### config.mk
export PLATFORM = sky130hd
export DESIGN_NAME = mvu_csr_scheduler
export DESIGN_NICKNAME = d
export VERILOG_FILES = /design/src/rtl/mvu_pkg.sv /design/src/rtl/mvu_sched_fifo.sv /design/src/rtl/mvu_csr_scheduler.sv
export SDC_FILE = /design/constraint.sdc
export NUM_CORES = 1
export LEC_CHECK = 0
export ABC_AREA = 1
export ABC_CLOCK_PERIOD_IN_PS = 5370
export CORE_AREA = 4 4 275 277
export CTS_BUF_LIST = sky130_fd_sc_hd__clkbuf_8
export DETAILED_ROUTE_END_ITERATION = 10
export DIE_AREA = 0 0 279 281
export SLEW_MARGIN = 20
export SYNTH_ARGS = -nofsm -noshare
export SYNTH_HDL_FRONTEND = slang
export SYNTH_SLANG_ARGS = --single-unit
### constraint.sdc
create_clock -name clk -period 5.37 [get_ports clk]
set_clock_uncertainty 0.05 [all_clocks]
set_input_delay 0.537 -clock clk [delete_from_list [all_inputs] [get_ports clk]]
set_output_delay 0.537 -clock clk [all_outputs]
set_load 0.005 [all_outputs]
### src/rtl/mvu_pkg.sv
// Shared types for the MVU CSR scheduler: CSR offsets, queued command layout, FSM states.
// Pure declarations; no timing or flow control of its own.
package mvu_pkg;

  localparam int SCHED_BMVUA = 3;

  typedef logic [11:0] mvu_csr_t;

  localparam mvu_csr_t CSR_MVUWBASEPTR = 12'h020;
  localparam mvu_csr_t CSR_MVUIBASEPTR = 12'h021;
  localparam mvu_csr_t CSR_MVUOBASEPTR = 12'h022;
  localparam mvu_csr_t CSR_MVUQUANT    = 12'h030;
  localparam mvu_csr_t CSR_MVUCOMMAND  = 12'h040;

  typedef struct packed {
    logic [SCHED_BMVUA-1:0] mvu_id;
    mvu_csr_t               csr;
    logic [31:0]            data;
  } sched_cmd_t;

  localparam int SCHED_CMD_W = $bits(sched_cmd_t);

  typedef enum logic [1:0] {
    SCHED_IDLE,
    SCHED_SETUP,
    SCHED_ACCESS
  } sched_state_t;

endpackage

### src/rtl/mvu_sched_fifo.sv
// Command FIFO with first-word-fall-through head plus a peek at the entry behind it.
// Zero-latency head after push edge; caller must not push when full or pop when empty.
module mvu_sched_fifo
  import mvu_pkg::*;
#(
  parameter int DEPTH = 8,
  parameter int AW    = $clog2(DEPTH)
) (
  input  logic                   clk,
  input  logic                   rst_n,
  input  logic                   push,
  input  logic [SCHED_CMD_W-1:0] push_dat,
  input  logic                   pop,
  output logic [SCHED_CMD_W-1:0] head_dat,
  output logic [SCHED_CMD_W-1:0] next_dat,
  output logic [AW:0]            count
);

  logic [SCHED_CMD_W-1:0] mem [DEPTH];
  logic [AW-1:0]          wr_ptr;
  logic [AW-1:0]          rd_ptr;

  assign head_dat = mem[rd_ptr];
  assign next_dat = mem[rd_ptr + AW'(1)];

  // Storage needs no reset: flushing is done by the pointers and count.
  always_ff @(posedge clk) begin
    if (push) mem[wr_ptr] <= push_dat;
  end

  always_ff @(posedge clk) begin
    if (!rst_n) begin
      wr_ptr <= '0;
      rd_ptr <= '0;
      count  <= '0;
    end else begin
      if (push) wr_ptr <= wr_ptr + AW'(1);
      if (pop)  rd_ptr <= rd_ptr + AW'(1);
      case ({push, pop})
        2'b10:   count <= count + (AW+1)'(1);
        2'b01:   count <= count - (AW+1)'(1);
        default: count <= count;
      endcase
    end
  end

endmodule

### src/rtl/mvu_csr_scheduler.sv
// Queues MVU CSR writes and issues them as APB writes, holding back writes to busy MVUs (in order).
// SETUP one edge after push, ACCESS the next, pop on pready; cmd_ready drops while the FIFO is full.
module mvu_csr_scheduler
  import mvu_pkg::*;
#(
  parameter int NMVU           = 8,
  parameter int BMVUA          = 3,
  parameter int APB_ADDR_WIDTH = BMVUA + 12,
  parameter int APB_DATA_WIDTH = 32,
  parameter int DEPTH          = 8
) (
  input  logic                      clk,
  input  logic                      rst_n,
  input  logic                      cmd_valid,
  output logic                      cmd_ready,
  input  logic [BMVUA-1:0]          cmd_mvu,
  input  logic [11:0]               cmd_csr,
  input  logic [APB_DATA_WIDTH-1:0] cmd_data,
  input  logic [NMVU-1:0]           mvu_done,
  output logic [NMVU-1:0]           busy,
  output logic [$clog2(DEPTH):0]    fifo_count,
  output logic [APB_ADDR_WIDTH-1:0] paddr,
  output logic                      psel,
  output logic                      penable,
  output logic                      pwrite,
  output logic [APB_DATA_WIDTH-1:0] pwdata,
  input  logic                      pready,
  input  logic                      pslverr,
  output logic                      err,
  input  logic                      err_clr
);

  localparam int CW = $clog2(DEPTH) + 1;

  sched_state_t state, state_nxt;
  sched_cmd_t   push_cmd, head, nxt;
  logic         push, pop;
  logic         head_blocked, nxt_blocked;
  logic [NMVU-1:0]           busy_set;
  logic                      psel_d, penable_d;
  logic [APB_ADDR_WIDTH-1:0] paddr_d;
  logic [APB_DATA_WIDTH-1:0] pwdata_d;

  assign cmd_ready = (fifo_count != CW'(DEPTH));
  assign push      = cmd_valid && cmd_ready;
  assign pop       = (state == SCHED_ACCESS) && pready;
  assign pwrite    = 1'b1;

  always_comb begin
    push_cmd        = '0;
    push_cmd.mvu_id = cmd_mvu;
    push_cmd.csr    = cmd_csr;
    push_cmd.data   = cmd_data;
  end

  mvu_sched_fifo #(.DEPTH(DEPTH)) u_fifo (
    .clk      (clk),
    .rst_n    (rst_n),
    .push     (push),
    .push_dat (push_cmd),
    .pop      (pop),
    .head_dat (head),
    .next_dat (nxt),
    .count    (fifo_count)
  );

  always_comb begin
    busy_set = '0;
    if (pop && !pslverr && head.csr == CSR_MVUCOMMAND) busy_set[head.mvu_id] = 1'b1;
  end

  // A command completing now makes its MVU busy this edge, so the entry behind it must see that.
  assign head_blocked = busy[head.mvu_id];
  assign nxt_blocked  = busy[nxt.mvu_id] || busy_set[nxt.mvu_id];

  always_ff @(posedge clk) begin
    if (!rst_n) begin
      state   <= SCHED_IDLE;
      psel    <= 1'b0;
      penable <= 1'b0;
      paddr   <= '0;
      pwdata  <= '0;
      busy    <= '0;
      err     <= 1'b0;
    end else begin
      state   <= state_nxt;
      psel    <= psel_d;
      penable <= penable_d;
      paddr   <= paddr_d;
      pwdata  <= pwdata_d;
      busy    <= (busy & ~mvu_done) | busy_set;
      err     <= (err & ~err_clr) | (pop && pslverr);
    end
  end

  always_comb begin
    state_nxt = state;
    case (state)
      SCHED_IDLE:
        if (fifo_count != '0 && !head_blocked) state_nxt = SCHED_SETUP;
      SCHED_SETUP:
        state_nxt = SCHED_ACCESS;
      SCHED_ACCESS:
        if (pready) begin
          if (fifo_count > CW'(1) && !nxt_blocked) state_nxt = SCHED_SETUP;
          else                                     state_nxt = SCHED_IDLE;
        end
      default:
        state_nxt = SCHED_IDLE;
    endcase
  end

  // Registered outputs are computed for the upcoming state; leaving ACCESS pops, so load the next entry.
  always_comb begin
    psel_d    = (state_nxt != SCHED_IDLE);
    penable_d = (state_nxt == SCHED_ACCESS);
    paddr_d   = paddr;
    pwdata_d  = pwdata;
    if (state_nxt == SCHED_SETUP) begin
      if (state == SCHED_ACCESS) begin
        paddr_d  = APB_ADDR_WIDTH'({nxt.mvu_id, nxt.csr});
        pwdata_d = APB_DATA_WIDTH'(nxt.data);
      end else begin
        paddr_d  = APB_ADDR_WIDTH'({head.mvu_id, head.csr});
        pwdata_d = APB_DATA_WIDTH'(head.data);
      end
    end
  end

endmodule
# Word level (Yosys, flattened, before mapping)
# Memories as Yosys holds them, arrays and structs flattened. A register that Yosys moved wholly into a read port is not among the register bits.
# Index checks and enable logic that the tools add are counted.
word_totals:
  reg_bits: 70
  mem_count: 1
  input_bits: 61
  out_inout_bits: 64
  ram_bits: 376
  wordCells: 69
mem_list:
  columns: ["name", "depth", "width", "rd", "rd_ports_with_merged_regs", "wr", "line", "rtl"]
  rows:
  - ["u_fifo.mem", 8, 47, 2, 1, 1, "mvu_sched_fifo.sv:19", "logic [SCHED_CMD_W-1:0] mem [DEPTH];"]
op_classes:
  n_reduce_logical: 16
  order_cmp: 4
  bitwise: 6
  add_sub_neg: 4
  muxes: 20
  n_eq_ne: 8
ops:
  columns: ["op", "count"]
  rows:
  - ["32-bit two-way mux", 1]
  - ["15-bit two-way mux", 1]
  - ["12-bit by 7-bit == test with 1-bit output, second input constant", 1]
  - ["1-bit binary-select mux with 3-bit select", 3]
  - ["8-bit AND", 1]
  - ["1-bit logical AND", 8]
  - ["3-bit by 4-bit < comparator with 1-bit output, second input constant", 2]
  - ["8-bit two-way mux", 1]
  - ["8-bit inverter", 1]
  - ["8-bit bitwise OR", 1]
  - ["4-bit case mux with 2 select lines", 1]
  - ["1-bit two-way mux", 7]
  - ["3-bit by 1-bit adder with 3-bit output, second input constant", 2]
  - ["2-bit by 1-bit == test with 1-bit output, second input constant", 3]
  - ["2-bit == test, second input constant", 3]
  - ["3-bit two-way mux", 2]
  - ["2-bit case mux with 3 select lines", 1]
  - ["4-bit by 1-bit adder with 4-bit output, second input constant", 1]
  - ["4-bit by 1-bit greater-than comparator with 1-bit output, second input constant", 1]
  - ["2-bit two-way mux", 2]
  - ["4-bit != test, second input constant", 1]
  - ["2-bit nonzero test", 2]
  - ["4-bit nonzero test", 1]
  - ["4-bit by 1-bit subtractor with 4-bit output, second input constant", 1]
  - ["8 further kinds", 10]

# Longest topological paths before layout
# Gate-level depths: netlist of the first run.
logic_depth:
  depth_word: 14
  depth_mapped: 22

# Hierarchy
# Synthesis of the first run repeated with hierarchy kept, for this count alone.
hier_totals:
  cells_unflattened: 2471
  hier_area_um2: 22275.1
modules_own_cells:
  columns: ["module", "seq_area_each_um2", "n_inst", "area_each_um2", "cells_per_inst"]
  rows:
  - ["mvu_sched_fifo", 11551.1, 1, 18784.3, 1880]
  - ["mvu_csr_scheduler", 1201.2, 1, 3490.8, 591]

# Worst setup path after synthesis of the first run
# Ideal clock, no wire load.
synth_path:
  kind: "register to register"
  from: "reg u_fifo.count[0]"
  to: "mem u_fifo.mem[0][0] (netlist bit) (enable)"
  synth_period_minus_slack_ns: 3.625
  path_buffers: 0
  setup_time_ns: 0.452
  setup_slack_ns: 1.745
  stages_incl_launch_ff: 8
  arrival_ns: 3.123
  cell_sequence: "dfxtp_1 -> inv_1 -> ha_1 -> nand3_1 -> nand2_1 -> inv_1 -> nand2_1 -> nor2_1"
synth_between:
  elab_chain_len: 4
synth_lines:
  columns: ["element", "line", "rtl"]
  rows:
  - ["from (decl)", "mvu_sched_fifo.sv:16", "output logic [AW:0] count"]
  - ["from (signal assigned)", "mvu_sched_fifo.sv:40", "2'b10: count <= count + (AW+1)'(1);"]
  - ["from (signal assigned)", "mvu_sched_fifo.sv:41", "2'b01: count <= count - (AW+1)'(1);"]
  - ["from (signal assigned)", "mvu_sched_fifo.sv:42", "default: count <= count;"]
  - ["4-bit != test", "mvu_csr_scheduler.sv:44", "assign cmd_ready = (fifo_count != CW'(DEPTH));"]
  - ["via cmd_ready", "mvu_csr_scheduler.sv:15", "output logic cmd_ready,"]
  - ["1-bit logical AND", "mvu_csr_scheduler.sv:45", "assign push = cmd_valid && cmd_ready;"]
  - ["1-bit two-way mux", "mvu_sched_fifo.sv:28", "if (push) mem[wr_ptr] <= push_dat;"]
  - ["1-bit two-way mux (implied by the code)", "mvu_sched_fifo.sv:28", null]
  - ["to (decl)", "mvu_sched_fifo.sv:19", null]
# The timed path passes the listed nets, and every way through them passes these cells.

==> results.cfg, run 1 <==
[place]
placed_cell_area_um2 = 23900
place.gp.congestion = 0.808
dp_cells = 3358
dp_hpwl_um = 37700
port_buffers = 123

[clock_network]
cts-resized-gates = 0
cts_inserted_buffers = 76
cts_setup_buffers = 0
insertion_delay_ns = 0.67
clock_path_buffers = 3
clk_pin_slew_worst_paths_ns = 0.06
cts_tree = built
cts_sinks = 449
cts_hold_buf = 0
ctsRootBufferMaster = clkbuf_8
htreeDepth = 3

[logic_synthesis]
avgSynthCellArea_um2 = 9.03
syn_nets = 2487
yosys_warnings = 0
synth.ff_latch_count = 449
synthMostInstantiatedCell = o21ai_0
ys_top_cells_by_area = edfxtp_1 52%, o21ai_0 10%, a21oi_1 6.7%, dfxtp_1 6.7%, nand3_1 5.1%
ys_seq_area_frac = 0.584
synth_cells = 2419
synth_adder_area_share = 0.00401
synth_compound_area_frac = 0.199
syn_area_um2 = 21800
synth_top_family_by_area = compound AO/OA/AOI/OAI gates
synth_xor_area_frac = 0.000802
ys_top_cells_by_count = 442 x o21ai_0, 376 x edfxtp_1, 294 x a21oi_1
synth.area.mux_share = 0
synth.distinct_cells = 32
synth_edf_count = 376
synth_top_area_frac = 0.517
synth-simple-area-share = 0.128
async_flop_share = 0
synth_top_cell_by_area = edfxtp_1
synthFlopType = edfxtp_1

[floorplanning]
initial_core_util = 0.300
ioPinCount = 125
row_count = 99
fp.dieW_um = 279
die-area_um2 = 78400
core_area_um2 = 72800
die_y_um = 281

[power_and_ir_drop]
total_power_mw = 8.79
power_density_nw_per_um2 = 346
vdd_ir_drop_max_mv = 0.185
total_leakage_power_nw = 9.26

[grt]
grt-ovfl-total = 0
antenna_found_initial = 12
grt_pass1_vias = 16400
grt_max_degree = 94
grt_pass1_wl_um = 99000
grt_util_all_layers = 0.162

[timing]
min_period_ns = 4.01
timing.final.crit_share = 0.748
tns_ns = 0
hold_viol_final = 0
fmax_ghz = 0.249
maxSlewHeadroom = 0.338
hold_ws_ns = 0.440
rsz0062_at_grt = false
slew_violations = 0
worstMarginPinSlew_ns = 0.993
setup_viol = 0

[routing]
viasPerCell = 5.08
routedWlPerCell_um = 18.8
ant_nets = 0
drc = 0
drt_iter0_markers = 1889
drt_first_pass_iters = 5
vias = 17800
wl_um = 65800

[worst_setup_path]
path_buf_inv = 2
reg2reg_slack_ns = 1.36
critPathRequiredTime_ns = 5.85
r2r_cells = 19
arrival_ns = 4.49
slowest_stage = inv_4
crit_type = register to register
path_common_cell = nand2_1
path_cells = inv_4, nand2_1, nand3_1, nand2_1, o21ai_1, nand3_1, nor2_2, nand2_1, nor2_1, nand2_1, nand2_1, nand3_1, nand2_1, nand2_1, nand2_4, buf_12, nand3_1, nand2_1, nor2_1
worst_setup_path_start_kind = register
crit_family = simple AND/OR/NAND/NOR gates
path_max_fanout = 59
r2r-end = paddr[3]
crit_path_end_kind = register
cpPeakStageDelay_ns = 0.60

[min_path]
holdCritPathClass = register to register
hold_end = u_fifo.wr_ptr[0]
hold_path_depth = 2
holdCritStartpoint = u_fifo.wr_ptr[0]

[finish]
drive_above_1_share = 0.0677
fin_cells = 3504
final_cell_area_um2 = 25400
areaGrowthSynthToFinish_pct = 16.3
finalNetCount = 2545

[job]
max_cap_violations = 0

[status]
status = completed
-- cell type report --
class / instances / area [µm²]
fillers: 7370 / 47400
flip-flops and latches: 449 / 12800
multi-input cells: 1506 / 7340
repair buffers: 160 / 1550
clock buffers: 89 / 1220
well taps: 959 / 1200
inverters: 284 / 1070
clock inverters: 52 / 249
diodes: 5 / 12.5
-- cell usage in the layout (no fill, tap or decap), types with 2 or more instances in the layout --
cell type,count
a21oi_1,294
buf_12,2
buf_4,34
clkbuf_8,89
clkdlybuf4s50_1,122
clkinv_1,7
clkinv_2,6
clkinvlp_4,2
dfxtp_1,69
dfxtp_4,4
diode_2,5
edfxtp_1,376
ha_1,6
inv_1,308
inv_2,8
inv_4,2
nand2_1,248
nand3_1,223
nand4_1,2
nor2_1,169
nor2_2,2
nor2_4,10
nor3_1,2
o211ai_1,46
o21ai_0,442
o21ai_1,14
o22ai_1,34
or2_2,4
-- per-stage QoR --
stage / setup slack (ns) / util
after CTS: 1.42 / 0.349
after floorplan: 1.74 / -
final: 1.36 / 0.349
after global placement: 1.51 / 0.328
after detailed placement: 1.45 / 0.329
after global routing: 0.985 / 0.349
-- where the power goes --
part	internal (mW)	leakage (nW)	switching, mW	total [mW]
Clock	1.56	0.880	1.40	2.96
Combinational	0.650	4.36	1.09	1.74
Sequential	3.97	4.02	0.123	4.09
Total	6.18	9.26	2.61	8.79
-- cell families (layout without fill, tap and decap cells) --
group           count (synthesis)  in the layout
compound gates                834            834
xor+xnor                        2              2
fa+ha+maj                       7              7
buf+inv                       464            585
flops                         449            449
other cells                     1              6
simple gates                  662            662
-- sequential cells by signal, summed over array words and instances, names as in the netlist, named ones only --
signal         cells
busy               8
err                1
paddr             15
penable            1
psel               1
pwdata            32
state              2
u_fifo.count       4
u_fifo.mem       376
u_fifo.rd_ptr      3
u_fifo.wr_ptr      3
-- worst max-delay path by stage --
stage / cells past startpoint / slack (ns) / from / endpoint
global route: 20 / 0.99 / register / paddr[6]
global placement: 19 / 1.51 / register / pwdata[30]
floorplan: 7 / 1.74 / u_fifo.count[0] / u_fifo.mem[0][0]
detailed placement: 19 / 1.45 / register / pwdata[24]
CTS: 19 / 1.42 / register / pwdata[24]
finish: 19 / 1.36 / register / paddr[3]
-- metal layers --
layer / global-route usage / up-vias / routed length [µm]
met4: 0.0568 / 14 / 1680
met1: 0.216 / 8425 / 28600
met5: 0 / - / 71
li1: - / 8553 / -
met3: 0.0351 / 130 / 4840
met2: 0.262 / 661 / 30600
-- worst register-to-register path: stages (launching register included) --
cell     delay, ns
dfxtp_4       0.53
inv_4         0.64
nand2_1       0.13
nand3_1       0.10
nand2_1       0.07
o21ai_1       0.28
nand3_1       0.18
nor2_2        0.33
nand2_1       0.09
nor2_1        0.13
nand2_1       0.09
nand2_1       0.07
nand3_1       0.07
nand2_1       0.07
nand2_1       0.08
nand2_4       0.36
buf_12        0.32
nand3_1       0.17
nand2_1       0.07
nor2_1        0.05
(Power assumes the default switching activity.)
==> inputs of run 2 (changes only) <==
--- a/config.mk
+++ b/config.mk
@@ -6,7 +6,7 @@
 export NUM_CORES = 1
 export LEC_CHECK = 0
 export ABC_AREA = 1
-export ABC_CLOCK_PERIOD_IN_PS = 5370
+export ABC_CLOCK_PERIOD_IN_PS = 3270
 export CORE_AREA = 4 4 275 277
 export CTS_BUF_LIST = sky130_fd_sc_hd__clkbuf_8
 export DETAILED_ROUTE_END_ITERATION = 10
==> constraint.sdc (replaced) <==
create_clock -name clk -period 3.27 [get_ports clk]
set_clock_uncertainty 0.05 [all_clocks]
set_input_delay 0.327 -clock clk [delete_from_list [all_inputs] [get_ports clk]]
set_output_delay 0.327 -clock clk [all_outputs]
set_load 0.005 [all_outputs]
==> results.cfg, run 2 (same netlist as run 1, synthesis figures left out) <==
[place]
place.gp.congestion = 0.822
dp_cells = 3377
placed_cell_area_um2 = 24200
dp_hpwl_um = 38500
port_buffers = 123

[grt]
grt_pass1_vias = 17300
grt_max_degree = 123
grt_util_all_layers = 0.167
antenna_found_initial = 9
grt_pass1_wl_um = 102000
grt-ovfl-total = 0

[power_and_ir_drop]
total_leakage_power_nw = 9.32
vdd_ir_drop_max_mv = 0.266
p_sw_frac = 0.303
combPwrFrac = 0.204
p_seq_frac = 0.470
power_frac_clock = 0.325
total_power_mw = 14.3
p_switching_mw = 4.34
power_density_nw_per_um2 = 559
internal-power_mw = 9.98

[timing]
timing.final.crit_share = 0.929
hold_ws_ns = 0.187
slew_violations = 0
rsz0062_at_grt = false
maxSlewHeadroom = 0.375
min_period_ns = 3.04
hold_viol_final = 0
setup_viol = 0
fmax_ghz = 0.329
worstMarginPinSlew_ns = 0.938

[routing]
routedWlPerCell_um = 19.2
wl_um = 67600
drt_first_pass_iters = 6
vias = 18000
drc = 0
viasPerCell = 5.13
drt_iter0_markers = 1789
ant_nets = 0

[worst_setup_path]
path_max_fanout = 54
cpPeakStageDelay_ns = 0.44
crit_type = register to register
path_common_cell = nand2_1
path_cells = buf_16, nand2_1, nand3_1, nand2_1, nand2_1, nand2_1, nor2_1, nand2_1, nor2_2, nand2_1, nor2_1, nand2_1, nand2_1, nand3_1, nand2_1, nand2_1, nand2_4, buf_16, nand3_1, nand2_1, nor2_1
slowest_stage = dfxtp_4
path_buf_inv = 2
critPathRequiredTime_ns = 3.75
crit_path_end_kind = register
arrival_ns = 3.52
worst_setup_path_start_kind = register
crit_family = simple AND/OR/NAND/NOR gates

[finish]
reg_top3 = u_fifo.mem x376, pwdata x32, paddr x15
finalNetCount = 2565
fin_cells = 3517
drive_above_1_share = 0.0747
regMostFlops = u_fifo.mem
final_common_cell = o21ai_0
fill_cells = 7415
final_cell_mix = 441 x o21ai_0, 376 x edfxtp_1, 301 x inv_1, 294 x a21oi_1, 248 x nand2_1
largest_reg_flops = 376
areaGrowthSynthToFinish_pct = 17.3
multiInputGateArea_um2 = 7350
regArea_um2 = 12800
final_cell_area_um2 = 25600
diodes = 0

[clock_network]
clock_path_buffers = 3
ctsRootBufferMaster = clkbuf_8
cts_tree = built
insertion_delay_ns = 0.66
cts_sinks = 449
cts_setup_buffers = 0
clk_pin_slew_worst_paths_ns = 0.06
htreeDepth = 3
cts_inserted_buffers = 76
cts-resized-gates = 0
cts_hold_buf = 0

[floorplanning]
row_count = 99
die_y_um = 281
die-area_um2 = 78400
core_area_um2 = 72800
fp.dieW_um = 279
ioPinCount = 125
initial_core_util = 0.300

[min_path]
holdCritPathClass = primary input to register

[status]
status = completed

[job]
max_cap_violations = 0
==> run 2: cell count changes in the layout (fill, tap and decap cells not counted), moves of 5 or more <==
cell | previous run | this run
buf_12 | 2 | 9
clkbuf_8 | 89 | 83
diode_2 | 5 | 0
inv_1 | 308 | 301
clkinv_1 | 7 | 14
buf_4 | 34 | 44
==> run 2: stage by stage <==
step                setup slack (ns)  setup TNS (ns)  utilization
floorplan                     -0.355          -66.76            -
global placement               0.115               0        0.332
detailed placement             0.101               0        0.332
CTS                            0.160               0        0.351
global route                 0.00425               0        0.352
finish                         0.231               0        0.352
==> run 2: path summary, 6_finish.rpt <==
check / endpoint / from / slack [ns] / depth (start not counted)
max reg2reg: paddr[6] / register / 0.23 / 21
max: paddr[6] / register / 0.23 / 21
min reg2reg: u_fifo.wr_ptr[0] / u_fifo.wr_ptr[0] / 0.45 / 2
min: err / rst_n / 0.19 / 3
==> run 2: final cells by class <==
class | count | share of cell area
repair buffers | 180 | 0.0714
multi-input cells | 1506 | 0.287
flip-flops and latches | 449 | 0.498
clock buffers | 83 | 0.0446
clock inverters | 56 | 0.00987
inverters | 284 | 0.0421
well taps | 959 | 0.0468
==> run 2: power groups by stage <==
stage                     clock [mW]  combinational (mW)  sequential (mW)
after floorplan                    0                1.72             6.78
after global placement             0                2.90             6.85
after detailed placement           0                2.92             6.85
after CTS                       4.75                2.93             6.73
after global routing            5.02                3.27             6.77
final                           4.66                2.93             6.73
==> run 2: per-layer routing <==
layer	global-route usage	vias up	part of all wire
li1	-	8575	-
met1	0.212	8598	0.42
met2	0.275	717	0.47
met3	0.0387	135	0.082
met4	0.0681	14	0.027
met5	0	-	0.0012
==> run 2: worst min-delay path, delay by kind of cell <==
family | cells | cell delay [ns]
buf+inv | 2 | 0.34
simple gates | 1 | 0.17
==> inputs of run 3 (changes only) <==
--- a/config.mk
+++ b/config.mk
@@ -9,8 +9,10 @@
 export ABC_CLOCK_PERIOD_IN_PS = 3270
 export CORE_AREA = 4 4 275 277
 export CTS_BUF_LIST = sky130_fd_sc_hd__clkbuf_8
+export CTS_CLUSTER_SIZE = 10
 export DETAILED_ROUTE_END_ITERATION = 10
 export DIE_AREA = 0 0 279 281
+export RECOVER_POWER = 50
 export SLEW_MARGIN = 20
 export SYNTH_ARGS = -nofsm -noshare
 export SYNTH_HDL_FRONTEND = slang
==> results.cfg, run 3 (same netlist as run 1, synthesis figures left out) <==
[grt]
met3_usage = 0.0387
top_usage_layer = met2
grt_pass1_vias = 17300
grt_max_degree = 123
grt_pass1_wl_um = 102000
antenna_found_initial = 19
grt-ovfl-total = 0
grt_util_all_layers = 0.167
met1_usage = 0.212
met2_usage = 0.275

[routing]
drc = 0
drt_iter0_markers = 1750
ant_nets = 0
drt_first_pass_iters = 5
wl_um = 67400
vias = 18000
routedWlPerCell_um = 19.1
viasPerCell = 5.11

[power_and_ir_drop]
combPwrFrac = 0.201
p_sw_frac = 0.304
p_switching_mw = 4.32
total_leakage_power_nw = 9.48
p_seq_frac = 0.472
total_power_mw = 14.2
power_frac_clock = 0.327
power_density_nw_per_um2 = 555
vdd_ir_drop_max_mv = 0.262
internal-power_mw = 9.90

[finish]
largest_reg_flops = 376
regArea_um2 = 12800
final_common_cell = o21ai_0
areaGrowthSynthToFinish_pct = 17.3
finalNetCount = 2565
fill_cells = 7410
regMostFlops = u_fifo.mem
reg_top3 = u_fifo.mem x376, pwdata x32, paddr x15
drive_above_1_share = 0.0743
multiInputGateArea_um2 = 7340
utilization = 0.352
final_cell_mix = 441 x o21ai_0, 376 x edfxtp_1, 301 x inv_1, 294 x a21oi_1, 248 x nand2_1

[clock_network]
cts_inserted_buffers = 76
clock_path_buffers = 3
cts_setup_buffers = 0
ctsRootBufferMaster = clkbuf_8
htreeDepth = 3
cts-resized-gates = 0
clk_pin_slew_worst_paths_ns = 0.06
cts_hold_buf = 0
cts_sinks = 449
insertion_delay_ns = 0.66
cts_tree = built

[place]
place.gp.congestion = 0.822
place_ws_ns = 0.101
dp_hpwl_um = 38500
port_buffers = 123

[floorplanning]
fp.dieW_um = 279
die-area_um2 = 78400
core_area_um2 = 72800
initial_core_util = 0.300
row_count = 99
ioPinCount = 125
die_y_um = 281

[timing]
hold_ws_ns = 0.186
maxSlewHeadroom = 0.0979
hold_viol_final = 0
rsz0062_at_grt = false
timing.final.crit_share = 0.936
fmax_ghz = 0.327
min_period_ns = 3.06
worstMarginPinSlew_ns = 1.35
tns_ns = 0
setup_slack_ns = 0.209
setup_viol = 0
slew_violations = 0

[worst_setup_path]
critPathRequiredTime_ns = 3.75
crit_path_end_kind = register
worst_setup_path_start_kind = register
crit_type = register to register
path_max_fanout = 54
arrival_ns = 3.54

[status]
status = completed

[job]
max_cap_violations = 0

[min_path]
holdCritPathClass = primary input to register
-- run 3: power groups by stage --
| stage | logic, mW | clock network (mW) | registers [mW] |
|---|---|---|---|
| 6_report | 2.85 | 4.65 | 6.72 |
| 5_1_grt | 3.20 | 5.02 | 6.76 |
| 2_1_floorplan | 1.72 | 0 | 6.78 |
| 4_1_cts | 2.93 | 4.75 | 6.73 |
| 3_3_place_gp | 2.90 | 0 | 6.85 |
| 3_5_place_dp | 2.92 | 0 | 6.85 |
-- run 3: cell type report --
| cell class | count | area share |
|---|---|---|
| Sequential cell | 449 | 0.498 |
| Multi-Input combinational cell | 1506 | 0.287 |
| Timing Repair Buffer | 180 | 0.0712 |
| Tap cell | 959 | 0.0468 |
| Clock buffer | 83 | 0.0446 |
| Inverter | 284 | 0.0421 |
| Clock inverter | 56 | 0.00986 |
| Antenna cell | 6 | 0.000586 |
-- run 3: through the flow --
stage / std cells / cell area, µm²
after floorplan: 2419 / 21900
after global placement: 3377 / 24200
after detailed placement: 3377 / 24200
after CTS: 3516 / 25600
after global routing: 3518 / 25600
final: 3523 / 25600
-- run 3: final timing paths --
| check | from | depth (start not counted) | slack (ns) | endpoint |
|---|---|---|---|---|
| max | register | 21 | 0.21 | paddr[7] |
| min | rst_n | 3 | 0.19 | err |
| max reg2reg | register | 21 | 0.21 | paddr[7] |
| min reg2reg | u_fifo.count[3] | 2 | 0.45 | u_fifo.count[3] |
-- run 3: layer usage --
layer,part of all wire,up-vias
met5,0.0012,-
met4,0.027,14
met3,0.080,144
met2,0.47,723
met1,0.42,8562
li1,-,8577
-- run 3: critical path, cell delays in order (launching register included) --
cell and delay, ns:
dfxtp_4 0.44, buf_16 0.20, nand2_1 0.08, nand3_1 0.08, nand2_1 0.07, nand2_1 0.06, nand2_1 0.09, nor2_1 0.18
nand2_1 0.10, nor2_2 0.24, nand2_1 0.09, nor2_1 0.14, nand2_1 0.11, nand2_1 0.07, nand3_1 0.07, nand2_1 0.06
nand2_1 0.10, nand2_4 0.13, buf_16 0.25, nand3_1 0.11, nand2_1 0.07, nor2_1 0.04
